## src/rtl/pipe_stall_ctrl_pkg.sv

```systemverilog
// rtl/pipe_stall_ctrl_pkg.sv - shared state encoding and defaults for the pipeline stall controller
package pipe_stall_ctrl_pkg;

  // Controller state, 2-bit encoding visible on ctrl_state for debug
  typedef enum logic [1:0] {
    RUN        = 2'd0,
    MEM_WAIT   = 2'd1,
    FLUSH_PEND = 2'd2,
    ERROR      = 2'd3
  } ctrl_state_t;

  // Consecutive stalled cycles tolerated before the memory timeout is flagged
  localparam int DEFAULT_WAIT_TIMEOUT = 64;

endpackage

```

## src/rtl/pipe_stall_ctrl_if.sv

```systemverilog
// rtl/pipe_stall_ctrl_if.sv - stall sources in, pipeline freeze/flush/bubble controls out
interface pipe_stall_ctrl_if;

  logic       hazard_detected;
  logic       branch_taken;
  logic       mem_req;
  logic       mem_ready;
  logic       freeze_all;
  logic       freeze_front;
  logic       flush;
  logic       bubble;
  logic       mem_timeout;
  logic [1:0] ctrl_state;

  // Pipeline side: raises stall sources, obeys the controls
  modport master (
    output hazard_detected, branch_taken, mem_req, mem_ready,
    input  freeze_all, freeze_front, flush, bubble, mem_timeout, ctrl_state
  );

  // Controller side
  modport slave (
    input  hazard_detected, branch_taken, mem_req, mem_ready,
    output freeze_all, freeze_front, flush, bubble, mem_timeout, ctrl_state
  );

endinterface

```

## src/rtl/pipe_stall_ctrl_sat_counter.sv

```systemverilog
// rtl/pipe_stall_ctrl_sat_counter.sv - saturating up-counter with enable and synchronous clear
module pipe_stall_ctrl_sat_counter #(
  parameter int W = 8
) (
  input  logic         clk,
  input  logic         rst,
  input  logic         en,
  input  logic         clr,
  output logic [W-1:0] count
);

  // Clear wins over enable; the count sticks at all-ones instead of wrapping
  always_ff @(posedge clk or posedge rst) begin
    if (rst) begin
      count <= '0;
    end else if (clr) begin
      count <= '0;
    end else if (en && (count != {W{1'b1}})) begin
      count <= count + 1'b1;
    end
  end

endmodule

```

## src/rtl/pipe_stall_ctrl.sv

```systemverilog
// rtl/pipe_stall_ctrl.sv - pipeline freeze/flush/bubble arbiter; optional perf counters under PIPE_STALL_PERF_EN
module pipe_stall_ctrl
  import pipe_stall_ctrl_pkg::*;
#(
  parameter int WAIT_TIMEOUT = DEFAULT_WAIT_TIMEOUT,
  parameter int WAIT_CNT_W   = 8,
  parameter int PERF_CNT_W   = 32
) (
  input  logic                  clk,
  input  logic                  rst,
  pipe_stall_ctrl_if.slave      bus
`ifdef PIPE_STALL_PERF_EN
  ,
  output logic [PERF_CNT_W-1:0] perf_hazard_cycles,
  output logic [PERF_CNT_W-1:0] perf_mem_cycles,
  output logic [PERF_CNT_W-1:0] perf_flushes
`endif
);

  if ((PERF_CNT_W < 1) || ((2 ** WAIT_CNT_W) <= WAIT_TIMEOUT)) begin : g_bad_param
    $error("pipe_stall_ctrl: WAIT_CNT_W too narrow for WAIT_TIMEOUT or PERF_CNT_W < 1");
  end

  localparam logic [WAIT_CNT_W:0] TIMEOUT_CNT = (WAIT_CNT_W + 1)'(WAIT_TIMEOUT);

  ctrl_state_t           state;
  ctrl_state_t           state_next;
  logic                  pend_flush;
  logic                  pend_next;
  logic                  timeout_q;
  logic                  timeout_next;
  logic [WAIT_CNT_W-1:0] wait_cnt;
  logic [WAIT_CNT_W:0]   wait_cnt_inc;
  logic                  mem_stall;
  logic                  flush_raw;
  logic                  hit_timeout;
  logic                  freeze_all_o;
  logic                  freeze_front_o;
  logic                  flush_o;
  logic                  bubble_o;

  assign mem_stall = bus.mem_req & ~bus.mem_ready;
  assign flush_raw = ~mem_stall & (bus.branch_taken | pend_flush);

  // wait_cnt holds the number of stalled cycles before this one, so the
  // incremented value counts the current stalled cycle as well
  assign wait_cnt_inc = {1'b0, wait_cnt} + 1'b1;
  assign hit_timeout  = mem_stall && (wait_cnt_inc >= TIMEOUT_CNT);

  // A flush kills the dependent instruction, so it suppresses the hazard stall;
  // everything is forced low while rst is held
  assign freeze_all_o   = ~rst & mem_stall;
  assign flush_o        = ~rst & flush_raw;
  assign freeze_front_o = ~rst & (mem_stall | (bus.hazard_detected & ~flush_raw));
  assign bubble_o       = ~rst & ~mem_stall & bus.hazard_detected & ~flush_raw;

  assign bus.freeze_all   = freeze_all_o;
  assign bus.flush        = flush_o;
  assign bus.freeze_front = freeze_front_o;
  assign bus.bubble       = bubble_o;
  assign bus.mem_timeout  = timeout_q;
  assign bus.ctrl_state   = state;

  // Counts consecutive stalled cycles; any unstalled cycle restarts it
  pipe_stall_ctrl_sat_counter #(.W(WAIT_CNT_W)) u_wait_cnt (
    .clk   (clk),
    .rst   (rst),
    .en    (mem_stall),
    .clr   (~mem_stall),
    .count (wait_cnt)
  );

  // State, deferred-flush flag and sticky timeout register
  always_ff @(posedge clk or posedge rst) begin
    if (rst) begin
      state      <= RUN;
      pend_flush <= 1'b0;
      timeout_q  <= 1'b0;
    end else begin
      state      <= state_next;
      pend_flush <= pend_next;
      timeout_q  <= timeout_next;
    end
  end

  // Next state: a taken branch seen under a freeze is held until the freeze
  // releases, then delivered once as a flush
  always_comb begin
    state_next   = state;
    pend_next    = pend_flush;
    timeout_next = timeout_q;

    if (mem_stall && bus.branch_taken) begin
      pend_next = 1'b1;
    end else if (!mem_stall) begin
      pend_next = 1'b0;
    end

    case (state)
      RUN: begin
        if (mem_stall) begin
          state_next = bus.branch_taken ? FLUSH_PEND : MEM_WAIT;
        end
      end
      MEM_WAIT, FLUSH_PEND: begin
        if (!mem_stall) begin
          state_next = RUN;
        end else if (hit_timeout) begin
          state_next   = ERROR;
          timeout_next = 1'b1;
        end else if (bus.branch_taken) begin
          state_next = FLUSH_PEND;
        end
      end
      ERROR: begin
        state_next   = ERROR;
        timeout_next = 1'b1;
      end
      default: begin
        state_next = RUN;
      end
    endcase
  end

`ifdef PIPE_STALL_PERF_EN
  pipe_stall_ctrl_sat_counter #(.W(PERF_CNT_W)) u_perf_hazard (
    .clk   (clk),
    .rst   (rst),
    .en    (bubble_o),
    .clr   (1'b0),
    .count (perf_hazard_cycles)
  );

  pipe_stall_ctrl_sat_counter #(.W(PERF_CNT_W)) u_perf_mem (
    .clk   (clk),
    .rst   (rst),
    .en    (freeze_all_o),
    .clr   (1'b0),
    .count (perf_mem_cycles)
  );

  pipe_stall_ctrl_sat_counter #(.W(PERF_CNT_W)) u_perf_flush (
    .clk   (clk),
    .rst   (rst),
    .en    (flush_o),
    .clr   (1'b0),
    .count (perf_flushes)
  );
`endif

endmodule

```

## src/flat_wrapper.sv

```systemverilog
// flat-port wrapper written by rule: the top's interface ports become plain ports
module pipe_stall_ctrl_flat import pipe_stall_ctrl_pkg::*;
#(
  parameter int WAIT_TIMEOUT = DEFAULT_WAIT_TIMEOUT,
  parameter int WAIT_CNT_W   = 8,
  parameter int PERF_CNT_W   = 32
)
  (clk, rst, bus_hazard_detected, bus_branch_taken, bus_mem_req, bus_mem_ready, bus_freeze_all, bus_freeze_front, bus_flush, bus_bubble, bus_mem_timeout, bus_ctrl_state);
  pipe_stall_ctrl_if bus_i ();
  input  logic clk;
  input  logic rst;
  input wire logic [$bits(bus_i.hazard_detected)-1:0] bus_hazard_detected;
  input wire logic [$bits(bus_i.branch_taken)-1:0] bus_branch_taken;
  input wire logic [$bits(bus_i.mem_req)-1:0] bus_mem_req;
  input wire logic [$bits(bus_i.mem_ready)-1:0] bus_mem_ready;
  output wire logic [$bits(bus_i.freeze_all)-1:0] bus_freeze_all;
  output wire logic [$bits(bus_i.freeze_front)-1:0] bus_freeze_front;
  output wire logic [$bits(bus_i.flush)-1:0] bus_flush;
  output wire logic [$bits(bus_i.bubble)-1:0] bus_bubble;
  output wire logic [$bits(bus_i.mem_timeout)-1:0] bus_mem_timeout;
  output wire logic [$bits(bus_i.ctrl_state)-1:0] bus_ctrl_state;
  assign bus_i.hazard_detected = bus_hazard_detected;
  assign bus_i.branch_taken = bus_branch_taken;
  assign bus_i.mem_req = bus_mem_req;
  assign bus_i.mem_ready = bus_mem_ready;
  assign bus_freeze_all = bus_i.freeze_all;
  assign bus_freeze_front = bus_i.freeze_front;
  assign bus_flush = bus_i.flush;
  assign bus_bubble = bus_i.bubble;
  assign bus_mem_timeout = bus_i.mem_timeout;
  assign bus_ctrl_state = bus_i.ctrl_state;
  pipe_stall_ctrl #(.WAIT_TIMEOUT(WAIT_TIMEOUT), .WAIT_CNT_W(WAIT_CNT_W), .PERF_CNT_W(PERF_CNT_W)) u_core (.clk(clk), .rst(rst), .bus(bus_i));
endmodule
```

## config.mk

```make
export PLATFORM = sky130hd
export DESIGN_NAME = pipe_stall_ctrl_flat
export DESIGN_NICKNAME = d
export VERILOG_FILES = /design/src/rtl/pipe_stall_ctrl_pkg.sv /design/src/rtl/pipe_stall_ctrl_if.sv /design/src/rtl/pipe_stall_ctrl_sat_counter.sv /design/src/rtl/pipe_stall_ctrl.sv /design/src/flat_wrapper.sv
export SDC_FILE = /design/constraint.sdc
export NUM_CORES = 1
export LEC_CHECK = 0
export BUFFER_PORTS_ARGS = -buffer_cell sky130_fd_sc_hd__buf_2
export CAP_MARGIN = 20
export CORE_MARGIN = 2
export CORE_UTILIZATION = 47
export DETAILED_ROUTE_END_ITERATION = 12
export GPL_TIMING_DRIVEN = 0
export PLACE_DENSITY = 0.72
export SKIP_LAST_GASP = 1
export SYNTH_ARGS = -nofsm -noshare
export SYNTH_HDL_FRONTEND = slang
export SYNTH_SLANG_ARGS = --single-unit
export TNS_END_PERCENT = 1
```

## constraint.sdc

```tcl
create_clock -name clk -period 1.5 [get_ports clk]
set_input_delay 0 -clock clk [delete_from_list [all_inputs] [get_ports clk]]
set_output_delay 0 -clock clk [all_outputs]
set_load 0.03 [all_outputs]
```

Word level (Yosys, flattened, before mapping) --
Index checks and enable logic that the tools add are counted.
Word-level totals: register bits after elaboration 12, bits of input ports 6, output and inout bits 7, logic and storage cells 53
Operators by class: add/subtract/negate cells 2, magnitude comparators 1, equal/unequal tests 10, muxes and demuxes 13, bitwise operators 15, reductions and logical operators 8
Operator list (count):
- 2-to-1 mux 8 bit | 2
- 2-to-1 mux 2 bit | 5
- adder 8 x 1 -> 9 bit, second input constant | 1
- AND 1 bit | 9
- greater-or-equal comparator 9 x 7 -> 1 bit, second input constant | 1
- adder 8 x 1 -> 8 bit, second input constant | 1
- inequality test 8 bit, second input constant | 1
- inequality test 2 x 1 -> 1 bit, second input constant | 3
- case mux 2 bit (3 select lines) | 1
- == test 2 bit, second input constant | 2
- 2-to-1 mux 1 bit | 4
- inequality test 2 bit, second input constant | 2
- inequality test 4 bit, second input constant | 1
- inverter 1 bit | 4
- logical AND 1 bit | 3
- AND reduction 3 bit | 1
- == test 2 x 1 -> 1 bit, second input constant | 1
- logical NOT 2 bit | 1
- OR 1 bit | 2
- case mux 1 bit (2 select lines) | 1
- AND reduction 2 bit | 1
- nonzero test 2 bit | 1
- OR reduction 2 bit | 1

Depth between registers and ports, before layout --
depth after elaboration 8, mapped depth 7, gate-level depth less buffers 7

Cells and area by module --
From an unflattened synthesis, not the netlist that was laid out.
Second synthesis, totals: cells, all modules 87, area, all modules 829.5 µm²
Modules (own cells, without submodules):
- pipe_stall_ctrl_sat_counter | instances 1, cells each 49, area each 504.2 µm², seq. area each 200.2 µm²
- pipe_stall_ctrl | instances 1, cells each 38, area each 325.3 µm², seq. area each 100.1 µm²

Worst setup path after synthesis --
Ideal clock, no wire load.
path type reg2reg, from register u_core.u_wait_cnt.count[0], to register u_core.state[1], in the netlist u_core.bus.ctrl_state[1], library setup time 0.079 ns, data arrival time 1.543 ns, data required time 1.421 ns, setup slack -0.123 ns, cell stages (with the launch flop) 7, buffers on the path 0, clock period less this slack 1.623 ns, path through dfrtp_1 -> ha_1 -> and4_4 -> a21oi_1 -> o21bai_2 -> o31ai_4 -> mux2i_1
On the way: longest elaborated chain between the ends 6, elaborated cells on any way between the ends 8, classes of those cells add/sub (1); order compare (1); eq/ne (1); mux (3); reduce/logical (2)
Ends and longest elaborated chain:
- start: declaration | line pipe_stall_ctrl_sat_counter.sv:9 | output logic [W-1:0] count
- start signal: assignment | line pipe_stall_ctrl_sat_counter.sv:19 | count <= count + 1'b1;
- adder 8 x 1 -> 9 bit (*) | line pipe_stall_ctrl.sv:47 | assign wait_cnt_inc = {1'b0, wait_cnt} + 1'b1;
- greater-or-equal comparator 9 x 7 -> 1 bit (*) | line pipe_stall_ctrl.sv:48 | assign hit_timeout = mem_stall && (wait_cnt_inc >= TIMEOUT_CNT);
- logical AND 1 bit (*) | line pipe_stall_ctrl.sv:48
- 2-to-1 mux 2 bit | line pipe_stall_ctrl.sv:108 | end else if (hit_timeout) begin
- 2-to-1 mux 2 bit | line pipe_stall_ctrl.sv:106 | if (!mem_stall) begin
- case mux 2 bit (3 select lines) | line pipe_stall_ctrl.sv:99 | case (state)
- end signal: assignment | line pipe_stall_ctrl.sv:80 | state <= state_next;
- end: declaration | line pipe_stall_ctrl.sv:26 | ctrl_state_t state;
Every way passes the cells marked *; elsewhere a longest branch is shown, timed or not. A chain may end at the register's enable or synchronous reset.

Final worst setup path --
Ends and elaborated chain as after synthesis.

==> summary.md <==
| Metric | Value |
|---|---|
| Clk_skew | 0.00919 ns |
| Main synth FF type | dfrtp_1 |
| CTS Buffer Depth | 2 |
| Area Growth Syn to Fin | 25.2% |
| DP Worst Slack | -0.229 ns |
| Post-route cell area | 896 um2 |
| Worst Path Required | 1.71 ns |
| Crit. Startpoint | u_core.u_wait_cnt.count[0]$_DFFE_PP0P_ |
| Syn Inst Count | 74 |
| Min-delay src | bus_branch_taken |
| Clock sink total | 12 |
| Setup violators final | 6 |
| Util after Layout | 60.9% |
| Hold Fails Final Rpt | 0 |
| Pin count of the biggest net entering global routing | 13 |
| Xor and xnor fraction of the mapped netlist area | 3.67% |
| Critical Path Max Stage Delay | 0.42 ns |
| Setup crit start kind | register |
| Post-Syn Area per Cell | 9.67 um2 |
| RSZ-0062 raised after global routing | yes |
| Critical path arrival | 1.82 ns |
| Total power draw | 1.04 mW |
| Delay-heaviest family, CP | simple AND/OR/NAND/NOR gates |
| Post-route minimum period | 1.61 ns |
| Main combinational cell family by area after synthesis | simple AND/OR/NAND/NOR gates |
| Synth Area in Simple Gates | 22.7% |
| Dpl cell area | 805 um2 |
| R2r setup slk | -0.11 ns |
| Hold Crit Class | input pin to register |
| Cell Chain, Critical Path | buf_4 > and3_1 > and4b_1 > o21bai_2 > o31ai_4 > mux2i_1 |
| Post-synthesis sequential area ratio | 42.0% |
| Multiplexer share of the synthesized area | 4.20% |
| Final Non-Filler Cells | 112 |
| Vias in the first global route | 573 |
| Filler cells | 137 |
| Cell variety after synth | 28 |
| Reg2reg start | u_core.u_wait_cnt.count[0]$_DFFE_PP0P_ |
| Max-slew violations | 0 |
| Area fraction in compound gates after synthesis | 15.0% |
| Final Routed Wirelength | 1450 um |
| Number of synthesized flops with an enable pin | 0 |
| Residual DRC | 0 |
| CP Capture Type | register |
| FP Rows | 14 |
| Max_cap viols | 0 |
| FMAX | 0.620 GHz |
| Root cell of the clock tree | clkbuf_4 |
| Post-DRT Antenna Nets | 0 |
| Nets | 108 |
| Mapped Area | 716 um2 |
| Initial core utilization | 48.6% |
| Commonest non-fill, non-tap cell in the layout | buf_2 |
| Setup WS post-layout | -0.113 ns |
| Die Wd | 43.0 um |
| Fraction of registers with async set/reset | 100% |
| Port-buffer cells | 12 |
| Chip Height | 43.0 um |
| CTS buffer count | 3 |
| Initial DRC Count | 7 |
| Die ar. | 1850 um2 |
| Post-synth top area cell | dfrtp_1 |
| Mapped Nets | 85 |
| Drt first pass iters | 4 |
| Vias | 609 |
| Setup TNS | -0.308 ns |
| Ys Warns | 0 |
| Vias/cell | 5.44 |
| Initial antenna violation count | 0 |
| Seq cells post-synth | 12 |
| I/O Pins | 13 |
| Setup Crit Path Kind | register to register |
| Synth Area in Adders | 8.74% |
| Hold WS | 0.0567 ns |
| Pwr dens | 1160 nW/um2 |
| H-tree depth | 1 |
| Fraction of layout cells with a size suffix above 1 | 30.2% |
| Grt ovf | 0 |
| CP max stage cell | dfrtp_1 |
| Max rail drop VDD | 0.592 mV |
| Top cell type's share of synthesized area | 42.0% |
| Core Area | 1470 um2 |
| Leakage | 0.450 nW |
| Tcrit/Tclk final | 108% |
| CTS tree | built |
| HPWL Detailed | 992 um |
| Failing checks | setup timing |
| Post-Place Cells | 102 |
| Wire per inst | 13.0 um |
| Synth area leaders | dfrtp_1 42%, ha_1 8.7%, nor2_1 5.8%, mux2i_1 4.2%, nand2_1 3.1% |
| Commonest cells after routing, fill and taps aside | 12 x buf_2, 11 x nor2_1, 10 x dfrtp_1 |
| Slew @ Worst Pin | 0.477 ns |
| RePlAce Congestion | 0.769 |
| WP buf/inv | 1 |
| First-pass GRT wire length | 2390 um |
| CTS clock-pin slew for the worst setup and hold paths | 0.08 ns |
| Clk_lat worst skew | 0.28 ns |
| Rel. slew slack | 68.1% |
| Total GRT Usage | 17.4% |
| # diodes | 0 |
| Status | complete, but fails checks |
| Critical path peak fanout | 3 |
## where the power goes
group / switching [mW] / internal [mW] / leakage (nW)
combinational: 0.260 / 0.171 / 0.280
sequential: 0.0271 / 0.361 / 0.155
clock: 0.115 / 0.103 / 0.0150
## layout make-up
type                            instances  area, um2  area share, %
Tap cell                               16       20.0           2.23
Clock buffer                            4       26.3           2.93
Buffer                                  1       11.3           1.26
Inverter                                4       15.0           1.68
Multi-Input combinational cell         57        413           46.1
Timing Repair Buffer                   18        108           12.0
Sequential cell                        12        303           33.8
## cell families (layout without fill, tap and decap cells)
| logic type | after synthesis | after routing |
|---|---|---|
| AOI/OAI and AO/OA | 14 | 14 |
| xor gates and xnor gates | 3 | 3 |
| adders and majority gates | 5 | 5 |
| buffers and inverters | 5 | 27 |
| DFF | 12 | 12 |
| muxes | 3 | 3 |
| and+or+nand+nor | 32 | 32 |
## worst min-delay path: cells and delay by family
family / cells / cell delay [ns]
simple gates: 2 / 0.16
buf+inv: 1 / 0.15
## what timing repair did
| item | in CTS | in global routing |
|---|---|---|
| pin swaps | 0 | 1 |
| hold endpoints to repair | 12 | 0 |
| cloned | 0 | 0 |
| setup endpoints to repair | 9 | 9 |
| hold buffers | 1 | 0 |
| setup buffers | 4 | 1 |
| gates resized for setup | 1 | 1 |
## cells in the mapped netlist (2+ instances only)
master and n:
nor3_1 3, inv_1 4, a31oi_1 3, ha_1 5
a21oi_1 2, mux2i_1 3, nor2_1 11, nand4_1 2
and3_1 3, xor2_1 2, nand2_1 6, o21ai_0 3
dfrtp_1 12
## worst paths after layout
| path | end | cells after the start |
|---|---|---|
| setup reg to reg | u_core.bus.ctrl_state[1]$_DFFE_PP0P_ | 6 |
| setup / recovery | u_core.bus.ctrl_state[1]$_DFFE_PP0P_ | 6 |
| hold reg to reg | u_core.pend_flush$_DFFE_PP0P_ | 2 |
| max in group asynchronous | u_core.bus.ctrl_state[1]$_DFFE_PP0P_ | 3 |
| min in group asynchronous | u_core.pend_flush$_DFFE_PP0P_ | 3 |
| hold / removal | u_core.pend_flush$_DFFE_PP0P_ | 3 |
## per-layer routing
metal,vias to the layer above,GRT usage [%],share of wire (%)
met1,288,23.2,46
met4,0,7.27,1.4
met2,12,28.2,50
li1,306,-,-
met3,3,2.55,3.0
met5,-,0,0
## state kept, by name, indices dropped and copies added, names as in the netlist
name,flops
u_core.pend_flush,1
u_core.u_wait_cnt.count,8
u_core.bus.ctrl_state,2
u_core.bus.mem_timeout,1
(Power assumes the default switching activity.)
